**config.mk**
```make
export PLATFORM = sky130hd
export DESIGN_NAME = uart_rx_word_assembler
export DESIGN_NICKNAME = d
export VERILOG_FILES = /design/src/rtl/uart_rx_word_assembler.sv
export SDC_FILE = /design/constraint.sdc
export NUM_CORES = 1
export LEC_CHECK = 0
export CAP_MARGIN = 20
export CORE_MARGIN = 2
export CORE_UTILIZATION = 45
export DETAILED_ROUTE_END_ITERATION = 7
export HOLD_SLACK_MARGIN = 0.02
export PLACE_DENSITY = 0.62
export SETUP_SLACK_MARGIN = 0.5
export SLEW_MARGIN = 20
export SYNTH_ARGS = -nofsm -noshare
export SYNTH_HDL_FRONTEND = slang
export SYNTH_SLANG_ARGS = --single-unit
```
**constraint.sdc**
```tcl
create_clock -name clk -period 4.3 [get_ports clk]
set_input_delay 0.43 -clock clk [delete_from_list [all_inputs] [get_ports clk]]
set_output_delay 0.43 -clock clk [all_outputs]
set_load 0.01 [all_outputs]
```
**src/rtl/uart_rx_word_assembler.sv**
```systemverilog
`default_nettype none
// ============================================================================
// Module   : uart_rx_word_assembler
// Purpose  : 8N1 UART receiver (LSB first, runtime bit period) that packs
//            received bytes little-endian into BYTES_PER_WORD-byte words and
//            hands each word to a consumer over a valid/ack handshake.
//            Flags framing errors (one-cycle pulse) and word overflow (sticky).
// Ports    : clk          - system clock
//            rst_l        - asynchronous active-low reset
//            r_Rx_Serial  - asynchronous serial line, idles high
//            CLKS_PER_BIT - clk cycles per bit, latched at start-bit detect
//            o_Rx_DV      - one-cycle strobe, o_Rx_Byte holds a new byte
//            o_Rx_Byte    - last good received byte
//            o_word_valid - o_word holds a complete word until acked
//            o_word       - assembled word, first byte in [7:0]
//            i_word_ack   - consumer accepts o_word
//            o_frame_err  - one-cycle pulse on a bad stop bit
//            o_overflow   - sticky, word completed while previous unacked
// Revision : 1.0 - initial release
// ============================================================================
module uart_rx_word_assembler #(
  parameter int BYTES_PER_WORD = 4,
  parameter int SYNC_STAGES    = 2
) (
  input  logic        clk,
  input  logic        rst_l,
  input  logic        r_Rx_Serial,
  input  logic [15:0] CLKS_PER_BIT,
  output logic        o_Rx_DV,
  output logic [7:0]  o_Rx_Byte,
  output logic        o_word_valid,
  output logic [31:0] o_word,
  input  logic        i_word_ack,
  output logic        o_frame_err,
  output logic        o_overflow
);

  typedef enum logic [2:0] {
    S_IDLE      = 3'd0,
    S_START     = 3'd1,
    S_DATA      = 3'd2,
    S_STOP      = 3'd3,
    S_WAIT_IDLE = 3'd4
  } state_e;

  localparam logic [1:0] LAST_BYTE = 2'(BYTES_PER_WORD - 1);

  // --------------------------------------------------------------------------
  // Input synchroniser; resets to the idle (high) line level
  // --------------------------------------------------------------------------
  logic [SYNC_STAGES-1:0] sync_q;
  logic                   rx_s;

  always_ff @(posedge clk or negedge rst_l) begin
    if (!rst_l) sync_q <= '1;
    else        sync_q <= {sync_q[SYNC_STAGES-2:0], r_Rx_Serial};
  end

  assign rx_s = sync_q[SYNC_STAGES-1];

  // --------------------------------------------------------------------------
  // Receive FSM
  // --------------------------------------------------------------------------
  state_e      state_q, state_d;
  logic [15:0] clk_cnt_q, clk_cnt_d;
  logic [15:0] cpb_q, cpb_d;
  logic [2:0]  bit_idx_q, bit_idx_d;
  logic [7:0]  shift_q, shift_d;
  logic        rx_dv_q, rx_dv_d;
  logic [7:0]  rx_byte_q, rx_byte_d;
  logic        frame_err_q, frame_err_d;

  logic [15:0] cpb_in;
  logic        half_hit;
  logic        full_hit;

  assign cpb_in   = (CLKS_PER_BIT < 16'd2) ? 16'd2 : CLKS_PER_BIT;
  assign half_hit = (clk_cnt_q == ((cpb_q >> 1) - 16'd1));
  assign full_hit = (clk_cnt_q == (cpb_q - 16'd1));

  always_ff @(posedge clk or negedge rst_l) begin
    if (!rst_l) begin
      state_q     <= S_IDLE;
      clk_cnt_q   <= '0;
      cpb_q       <= '0;
      bit_idx_q   <= '0;
      shift_q     <= '0;
      rx_dv_q     <= 1'b0;
      rx_byte_q   <= '0;
      frame_err_q <= 1'b0;
    end else begin
      state_q     <= state_d;
      clk_cnt_q   <= clk_cnt_d;
      cpb_q       <= cpb_d;
      bit_idx_q   <= bit_idx_d;
      shift_q     <= shift_d;
      rx_dv_q     <= rx_dv_d;
      rx_byte_q   <= rx_byte_d;
      frame_err_q <= frame_err_d;
    end
  end

  always_comb begin
    state_d     = state_q;
    clk_cnt_d   = clk_cnt_q + 16'd1;
    cpb_d       = cpb_q;
    bit_idx_d   = bit_idx_q;
    shift_d     = shift_q;
    rx_dv_d     = 1'b0;
    rx_byte_d   = rx_byte_q;
    frame_err_d = 1'b0;

    unique case (state_q)
      S_IDLE: begin
        clk_cnt_d = '0;
        if (!rx_s) begin
          state_d = S_START;
          cpb_d   = cpb_in;
        end
      end

      // Mid-start-bit sample rejects short low glitches
      S_START: begin
        if (half_hit) begin
          clk_cnt_d = '0;
          bit_idx_d = '0;
          state_d   = rx_s ? S_IDLE : S_DATA;
        end
      end

      // Counter restarts per bit so every sample stays at mid-bit
      S_DATA: begin
        if (full_hit) begin
          clk_cnt_d          = '0;
          shift_d[bit_idx_q] = rx_s;
          if (bit_idx_q == 3'd7) state_d   = S_STOP;
          else                   bit_idx_d = bit_idx_q + 3'd1;
        end
      end

      S_STOP: begin
        if (full_hit) begin
          clk_cnt_d = '0;
          if (rx_s) begin
            rx_dv_d   = 1'b1;
            rx_byte_d = shift_q;
            state_d   = S_IDLE;
          end else begin
            frame_err_d = 1'b1;
            state_d     = S_WAIT_IDLE;
          end
        end
      end

      // A held-low break must not restart reception until the line recovers
      S_WAIT_IDLE: begin
        clk_cnt_d = '0;
        if (rx_s) state_d = S_IDLE;
      end

      default: begin
        clk_cnt_d = '0;
        state_d   = S_IDLE;
      end
    endcase
  end

  // --------------------------------------------------------------------------
  // Word assembly and consumer handshake
  // --------------------------------------------------------------------------
  logic [31:0] word_buf_q, word_buf_d;
  logic [1:0]  byte_cnt_q, byte_cnt_d;
  logic [31:0] word_q, word_d;
  logic        word_valid_q, word_valid_d;
  logic        overflow_q, overflow_d;
  logic [31:0] word_merged;

  always_ff @(posedge clk or negedge rst_l) begin
    if (!rst_l) begin
      word_buf_q   <= '0;
      byte_cnt_q   <= '0;
      word_q       <= '0;
      word_valid_q <= 1'b0;
      overflow_q   <= 1'b0;
    end else begin
      word_buf_q   <= word_buf_d;
      byte_cnt_q   <= byte_cnt_d;
      word_q       <= word_d;
      word_valid_q <= word_valid_d;
      overflow_q   <= overflow_d;
    end
  end

  // Byte lanes above BYTES_PER_WORD are never written, so they stay zero
  always_comb begin
    word_merged                           = word_buf_q;
    word_merged[{byte_cnt_q, 3'b000} +: 8] = rx_byte_q;
  end

  always_comb begin
    word_buf_d   = word_buf_q;
    byte_cnt_d   = byte_cnt_q;
    word_d       = word_q;
    word_valid_d = word_valid_q;
    overflow_d   = overflow_q;

    if (word_valid_q && i_word_ack) word_valid_d = 1'b0;

    // A framing error resynchronises word alignment to the next good byte
    if (frame_err_q) begin
      byte_cnt_d = '0;
    end else if (rx_dv_q) begin
      word_buf_d = word_merged;
      if (byte_cnt_q == LAST_BYTE) begin
        byte_cnt_d   = '0;
        word_d       = word_merged;
        word_valid_d = 1'b1;
        // Completion together with ack is a clean hand-over, not an overflow
        if (word_valid_q && !i_word_ack) overflow_d = 1'b1;
      end else begin
        byte_cnt_d = byte_cnt_q + 2'd1;
      end
    end
  end

  assign o_Rx_DV      = rx_dv_q;
  assign o_Rx_Byte    = rx_byte_q;
  assign o_frame_err  = frame_err_q;
  assign o_word_valid = word_valid_q;
  assign o_word       = word_q;
  assign o_overflow   = overflow_q;

endmodule
`default_nettype wire

```
### Word level (Yosys, flattened, before mapping)

Index checks and enable logic that the tools add are counted.

| storage, ports and cells | value |
|---|---|
| register bits after elaboration | 126 |
| bits of input ports | 20 |
| output and inout bits | 44 |
| word-level logic and storage cells | 92 |

| operators by class | value |
|---|---|
| add/subtract/negate cells | 6 |
| magnitude comparators | 3 |
| equality and inequality tests | 15 |
| shift operators | 2 |
| mux-type cells | 34 |
| bitwise operators | 2 |
| reductions and logical operators | 16 |

Operators with widths:

| cell | number |
|---|---|
| $mux W16 | 3 |
| $bwmux W32 | 1 |
| $eq A16 B16 Y1 | 2 |
| $pmux W16 S2 | 1 |
| $shift A8 B7 Y32 const A | 1 |
| $shiftx A8 B7 Y32 | 1 |
| $mux W3 | 10 |
| $add A16 B1 Y16 const B | 1 |
| $lt A16 B2 Y1 const B | 1 |
| $sub A15 B1 Y16 const B | 1 |
| $sub A16 B1 Y16 const B | 1 |
| $pmux W3 S5 | 1 |
| $ne A2 B2 Y1 const B | 7 |
| $mux W1 | 11 |
| $bwmux W8 | 1 |
| $mux W2 | 4 |
| $reduce_and A4 Y1 | 2 |
| $neg A5 Y7 | 1 |
| $eq A3 B2 Y1 const B | 2 |
| $eq A3 B3 Y1 const B | 2 |
| $pmux W3 S2 | 1 |
| $reduce_and A2 Y1 | 3 |
| $reduce_and A3 Y1 | 2 |
| $reduce_and A6 Y1 | 1 |
| 13 further kinds | 17 |

### Longest topological paths before layout

Gate-level depths: netlist (run 1).

| logic depth | value |
|---|---|
| depth in word-level cells | 5 |
| mapped depth | 12 |

### Worst setup path before layout (run 1)

Ideal clock, no wire load.

| timing | value |
|---|---|
| path type | flip-flop to flip-flop |
| start | register cpb_q[0] |
| end | register rx_byte_q[0], in the netlist o_Rx_Byte[0] |
| setup time | 0.125 ns |
| arrival time | 3.141 ns |
| required time | 4.175 ns |
| setup slack | 1.034 ns |
| cell stages (with the launch flop) | 12 |
| path buffers | 2 |
| cell sequence | dfrtp_1 > inv_1 > ha_1 > or3b_1 > buf_2 > nor3_1 > mux2_2 > o21ai_1 > nand3_2 > or4_1 > buf_6 > mux2_4 |

| on the way | value |
|---|---|
| cells in the longest elaborated chain, start to end | 3 |

RTL lines:

| what | RTL line | text |
|---|---|---|
| from (decl) | 66 | `logic [15:0] cpb_q, cpb_d;` |
| from (signal assigned) | 94 | `cpb_q <= cpb_d;` |
| $sub A16 B1 Y16 | 79 | `assign full_hit = (clk_cnt_q == (cpb_q - 16'd1));` |
| $eq A16 B16 Y1 | 79 |  |
| $reduce_and A3 Y1 (no line) | - |  |
| to (signal assigned) | 98 | `rx_byte_q <= rx_byte_d;` |
| to (decl) | 70 | `logic [7:0] rx_byte_q, rx_byte_d;` |

Every way passes these cells.
A chain may end at the register's enable or synchronous reset.

### Worst setup path after layout (run 1)

| timing | value |
|---|---|
| start | register cpb_q[0] |
| end | register rx_byte_q[3], in the netlist o_Rx_Byte[3] |

Same word-level chain as after synthesis.

==> impl_metrics.ini, run 1 <==
[timing]
setup_viol = 0
slew_headroom_pct = 35.7
fin_tns_setup_ns = 0
max_clock_freq_ghz = 0.282
drv_slew = 0
skew_ns = 0.00869
rsz0062_at_grt = no
worst_pin_slew_ns = 0.960
timing.final.crit_share_pct = 82.4
period_minus_slack_ns = 3.54
worst_slack_ns = 0.755
hold_viol = 0

[floorplanning]
die_area_um2 = 16200
ioPinCount = 64
num_rows = 45
core_area_um2 = 15000
fp.dieW_um = 127
start_util_pct = 45.6
fp.dieH_um = 127

[cells_and_area]
multi_input_area_um2 = 3440
nFillCells = 1304
layout_commonest_cell = dfrtp_1
nets = 745
num_antenna_cells = 0
most-common-layout-cells = 124 x dfrtp_1, 65 x nand2_1, 62 x clkdlybuf4s50_1
fin_util_pct = 54.4
drive_above_1_share_pct = 12.4
register_area_um2 = 3160
syn_to_final_growth_pct = 19.4

[synth]
synth_area_um2 = 6850
ys_ff_latch = 126
netlist.area_leader.share_pct = 45.3
yosysTopAreaCell = dfrtp_1
synth_cell_type_count = 70
yosysWarnings = 0
async_flop_share_pct = 100
synthTopCellsByArea = dfrtp_1 45%, a22o_1 3.8%, nand2_1 3.6%
syn_avg_cell_area_um2 = 10.1
synth_edf_count = 0
synth_cells = 681
yosysSeqAreaShare_pct = 46.1
synthFlopType = dfrtp_1
syn_nets = 712

[job]
maxCapViolCount = 0

[clock_network]
clock-sinks = 126
cts_hold_buf = 0
h-tree-depth = 4
clock_latency_ns = 0.43
post_cts_buffers = 0
cts-root-buf = clkbuf_16
tritoncts = done
cts_buffers = 17
cts_resized = 0
cts.clk_slew.worst_paths_ns = 0.06
clock_path_buffers = 2

[global_route]
grt_pass1_vias = 5086
grt_max_degree = 67
antenna_found_initial = 0
grt.total_usage_pct = 21.3
grt_pass1_wl_mm = 27.0
grt-ovfl-total = 0

[detailed_routing]
num_vias = 5296
routedWlPerCell_um = 18.2
via_per_inst = 5.79
drt-initial-drc-count = 400
drtAntennaViolNets = 0
drt_pre_antenna_iters = 5
drc = 0
routed_wl_mm = 16.6

[critical_path]
regToRegStartpoint = cpb_q[0]$_DFFE_PN0P_
crit_path_start_kind = flip-flop
reg2reg_to = o_Rx_Byte[3]$_DFFE_PN0P_
cp-endpoint = o_Rx_Byte[3]$_DFFE_PN0P_
ff2ff_setup_slack_ns = 0.76
crit_start = cpb_q[0]$_DFFE_PN0P_
cp.required_ns = 4.61
crit_fanout = 10
end_kind = flip-flop
critPathKind = reg2reg
r2r_cells = 9
arrival_ns = 3.85

[min_path]
hp-class = in2async

[outcome]
status = finished clean

[placed_design]
dpl.hpwl_mm = 11.7
io_buffers = 63
gp_congestion = 0.885
pre_cts_ws_ns = 0.552

[power]
peakVddDrop_v = 0.000255
power.density_nw_per_um2 = 387
leakage_nw = 3.40
==> sequential cells by signal, summed over array words and instances, names as in the netlist <==
signal,cells
clk_cnt_q,16
o_word_valid,1
o_overflow,1
o_Rx_DV,1
o_Rx_Byte,8
cpb_q,16
byte_cnt_q,2
o_frame_err,1
word_buf_q,32
o_word,32
state_q,3
shift_q,8
bit_idx_q,3
sync_q,2
==> power by group <==
group	internal [W]	switching [W]	total [W]
Clock	0.000980	0.000574	0.00155
Combinational	0.000134	0.000151	0.000285
Sequential	0.00122	0.000102	0.00133
==> through the flow <==
stage	cells	hold slack, ns	instance area, um2	total power [W]
floorplan	681	0.134	6850	0.00153
global placement	883	0.349	7530	0.00162
detailed placement	883	0.348	7530	0.00163
CTS	915	0.0892	8160	0.00319
global route	915	0.124	8180	0.00329
finish	915	0.0648	8180	0.00317
==> per-layer routing <==
layer | track usage [%] | routed length [um] | vias up
met4 | 8.66 | 333 | 0
met5 | 0 | 0 | -
met1 | 26.6 | 7440 | 2614
met2 | 36.1 | 8340 | 119
li1 | - | - | 2536
met3 | 4.36 | 497 | 27
==> Yosys cell counts (4+ instances only) <==
| master | count |
|---|---|
| nor2b_1 | 34 |
| buf_2 | 8 |
| a41oi_1 | 4 |
| nand4_1 | 11 |
| nand3_1 | 20 |
| a22o_1 | 30 |
| nand2_1 | 66 |
| dfrtp_1 | 124 |
| a211oi_1 | 13 |
| and2_1 | 5 |
| mux2_2 | 21 |
| and3_1 | 9 |
| ha_1 | 11 |
| a311oi_1 | 4 |
| or4_1 | 6 |
| o21ai_0 | 40 |
| nor2_1 | 21 |
| inv_1 | 10 |
| o2111ai_1 | 5 |
| xor2_1 | 26 |
| a21oi_1 | 36 |
| nor4_1 | 14 |
| xnor2_1 | 27 |
| mux2_4 | 8 |
| nor3_1 | 14 |
| clkbuf_1 | 43 |
==> final cells by class <==
type / count / area share [%]
flip-flops and latches: 126 / 38.6
repair buffers: 69 / 8.23
multi-input cells: 489 / 42.0
well taps: 188 / 2.88
inverters: 11 / 0.505
clock buffers: 17 / 5.20
clock inverters: 15 / 2.56
==> worst min-delay path by stage <==
stage	slack, ns	from	to	cells after the start
6_report	0.06	rst_l	o_overflow$_DFFE_PN0P_	1
5_1_grt	0.12	rst_l	o_overflow$_DFFE_PN0P_	1
4_1_cts	0.09	rst_l	o_overflow$_DFFE_PN0P_	1
3_5_place_dp	0.35	sync_q[0]$_DFF_PN1_	sync_q[1]$_DFF_PN1_	0
3_3_place_gp	0.35	sync_q[0]$_DFF_PN1_	sync_q[1]$_DFF_PN1_	0
2_1_floorplan	0.13	rst_l	bit_idx_q[0]$_DFFE_PN0P_	0
==> critical path, cell delays in order (launching register included) <==
cell     delay (ns)
dfrtp_1        0.48
inv_1          0.13
ha_1           0.21
or3b_1         0.54
nor3_2         0.26
mux2_2         0.36
o21ai_1        0.21
nand3_2        0.22
or4_4          0.67
mux2_4         0.33
==> kinds of logic (layout without fill, tap and decap cells) <==
kind of cell / Yosys count / in the layout / share of synthesized area, %
AND/OR/NAND/NOR: 235 / 235 / 19.7
AO/OA/AOI/OAI: 158 / 158 / 15.7
flip-flops: 126 / 126 / 46.1
buffers and inverters: 66 / 112 / 4.09
XOR/XNOR: 53 / 53 / 6.78
multiplexers: 32 / 32 / 5.65
adder cells (fa/ha/maj): 11 / 11 / 2.01
(Power assumes the default switching activity.)
==> run 2: changes to the inputs <==
==> constraint.sdc (replaced) <==
create_clock -name clk -period 3.6 [get_ports clk]
set_input_delay 0.36 -clock clk [delete_from_list [all_inputs] [get_ports clk]]
set_output_delay 0.36 -clock clk [all_outputs]
set_load 0.01 [all_outputs]
==> impl_metrics.ini, run 2 (same netlist as run 1, synthesis figures left out) <==
[outcome]
status = finished clean

[clock_network]
cts_buffers = 17
cts.clk_slew.worst_paths_ns = 0.06
clock_latency_ns = 0.42
cts-root-buf = clkbuf_16
h-tree-depth = 4
clock-sinks = 126
clock_path_buffers = 2
tritoncts = done

[detailed_routing]
wl_met1_mm = 7.45
routedWlPerCell_um = 18.4
drc = 0
drt-initial-drc-count = 437
dr_wl_met3_um = 550
top_layer = met4
drt_pre_antenna_iters = 7
drtAntennaViolNets = 0
wl_met2_mm = 8.50
routed_wl_mm = 17.0
num_vias = 5366
via_per_inst = 5.79

[cells_and_area]
num_antenna_cells = 0
drive_above_1_share_pct = 16.8
layout_commonest_cell = dfrtp_1
syn_to_final_growth_pct = 21.5
nFillCells = 1334
most-common-layout-cells = 119 x dfrtp_1, 65 x nand2_1, 62 x clkdlybuf4s50_1
nets = 757
fin_util_pct = 55.3

[global_route]
grt.total_usage_pct = 22.2
grt_pass1_vias = 5426
grt-ovfl-total = 0
grt_max_degree = 67
antenna_found_initial = 0
grt_pass1_wl_mm = 28.1

[critical_path]
critPathMaxStageDelay_ns = 0.50
path_cells = inv_2 > ha_2 > or3b_4 > buf_4 > or4_1 > a32oi_2 > o21ai_4 > and3_2 > nand3_1 > mux2_2
arrival_ns = 3.29
critPathKind = reg2reg
crit_fanout = 9
crit_slowest_cell = or4_1
crit_path_start_kind = flip-flop
cp.required_ns = 3.90
end_kind = flip-flop

[placed_design]
gp_congestion = 0.885
io_buffers = 63
dpl.hpwl_mm = 12.2

[timing]
hold_slack_ns = 0.346
timing.final.crit_share_pct = 83.0
slew_headroom_pct = 36.0
rsz0062_at_grt = no
fin_tns_setup_ns = 0
setup_viol = 0
max_clock_freq_ghz = 0.335
period_minus_slack_ns = 2.99
worst_pin_slew_ns = 0.957
skew_ns = 0.00854
drv_slew = 0
hold_viol = 0

[power]
power.density_nw_per_um2 = 436
peakVddDrop_v = 0.000284
leakage_nw = 3.47

[floorplanning]
die_area_um2 = 16200
num_rows = 45
core_area_um2 = 15000
ioPinCount = 64
fp.dieW_um = 127
start_util_pct = 45.6
fp.dieH_um = 127

[min_path]
hp-class = in2reg

[job]
maxCapViolCount = 0
-- run 2: routing by layer --
layer | track usage (%) | vias up
met5 | 0 | -
met4 | 10.5 | 0
met3 | 3.81 | 40
met2 | 37.7 | 135
met1 | 27.5 | 2624
li1 | - | 2567
-- run 2: critical path, delay by kind of cell (launching register included) --
| family | cells | cell delay, ns |
|---|---|---|
| and+or+nand+nor | 4 | 1.32 |
| adders and majority gates | 1 | 0.19 |
| buffers and inverters | 2 | 0.24 |
| AOI/OAI and AO/OA | 2 | 0.35 |
| DFF | 1 | 0.43 |
| muxes | 1 | 0.33 |
-- run 2: layout make-up --
| class | instances | area (um2) | area share, % |
|---|---|---|---|
| Sequential cell | 126 | 3160 | 38.0 |
| Clock buffer | 23 | 488 | 5.87 |
| Timing Repair Buffer | 81 | 773 | 9.30 |
| Tap cell | 188 | 235 | 2.83 |
| Inverter | 11 | 41.3 | 0.496 |
| Clock inverter | 9 | 83.8 | 1.01 |
| Multi-Input combinational cell | 489 | 3530 | 42.5 |
-- run 2: power breakdown --
part / total (W) / internal (W) / leakage, nW / switching [W]
Clock: 0.00164 / 0.00102 / 0.283 / 0.000621
Sequential: 0.00159 / 0.00146 / 1.70 / 0.000125
Combinational: 0.000396 / 0.000178 / 1.49 / 0.000217
Total: 0.00363 / 0.00266 / 3.47 / 0.000963
-- run 2: metrics by stage --
step | instance area, um2 | total power, W | std cells | worst slack, ns
finish | 8320 | 0.00363 | 927 | 0.611
global route | 8320 | 0.00377 | 927 | 0.485
CTS | 8200 | 0.00364 | 925 | 0.479
detailed placement | 7590 | 0.00198 | 890 | 0.227
global placement | 7590 | 0.00197 | 890 | 0.311
floorplan | 6860 | 0.00183 | 681 | 0.558
-- run 2: final timing paths --
check / startpoint / end / slack [ns] / cells past startpoint
max in group asynchronous: rst_l / cpb_q[7]$_DFFE_PN0P_ / 2.20 / 3
max: cpb_q[1]$_DFFE_PN0P_ / shift_q[3]$_DFFE_PN0P_ / 0.61 / 10
min reg2reg: sync_q[0]$_DFF_PN1_ / sync_q[1]$_DFF_PN1_ / 0.36 / 0
min in group asynchronous: rst_l / o_word[0]$_DFFE_PN0P_ / 0.54 / 2
min: r_Rx_Serial / sync_q[0]$_DFF_PN1_ / 0.35 / 1
max reg2reg: cpb_q[1]$_DFFE_PN0P_ / shift_q[3]$_DFFE_PN0P_ / 0.61 / 10
-- run 2: timing repair --
| item | CTS | global route |
|---|---|---|
| pin swaps | 0 | 2 |
| setup endpoints to repair | 25 | 34 |
| hold buffers | 1 | 0 |
| hold endpoints to repair | 23 | 0 |
| buffers inserted | 2 | 2 |
| resized for setup | 4 | 27 |
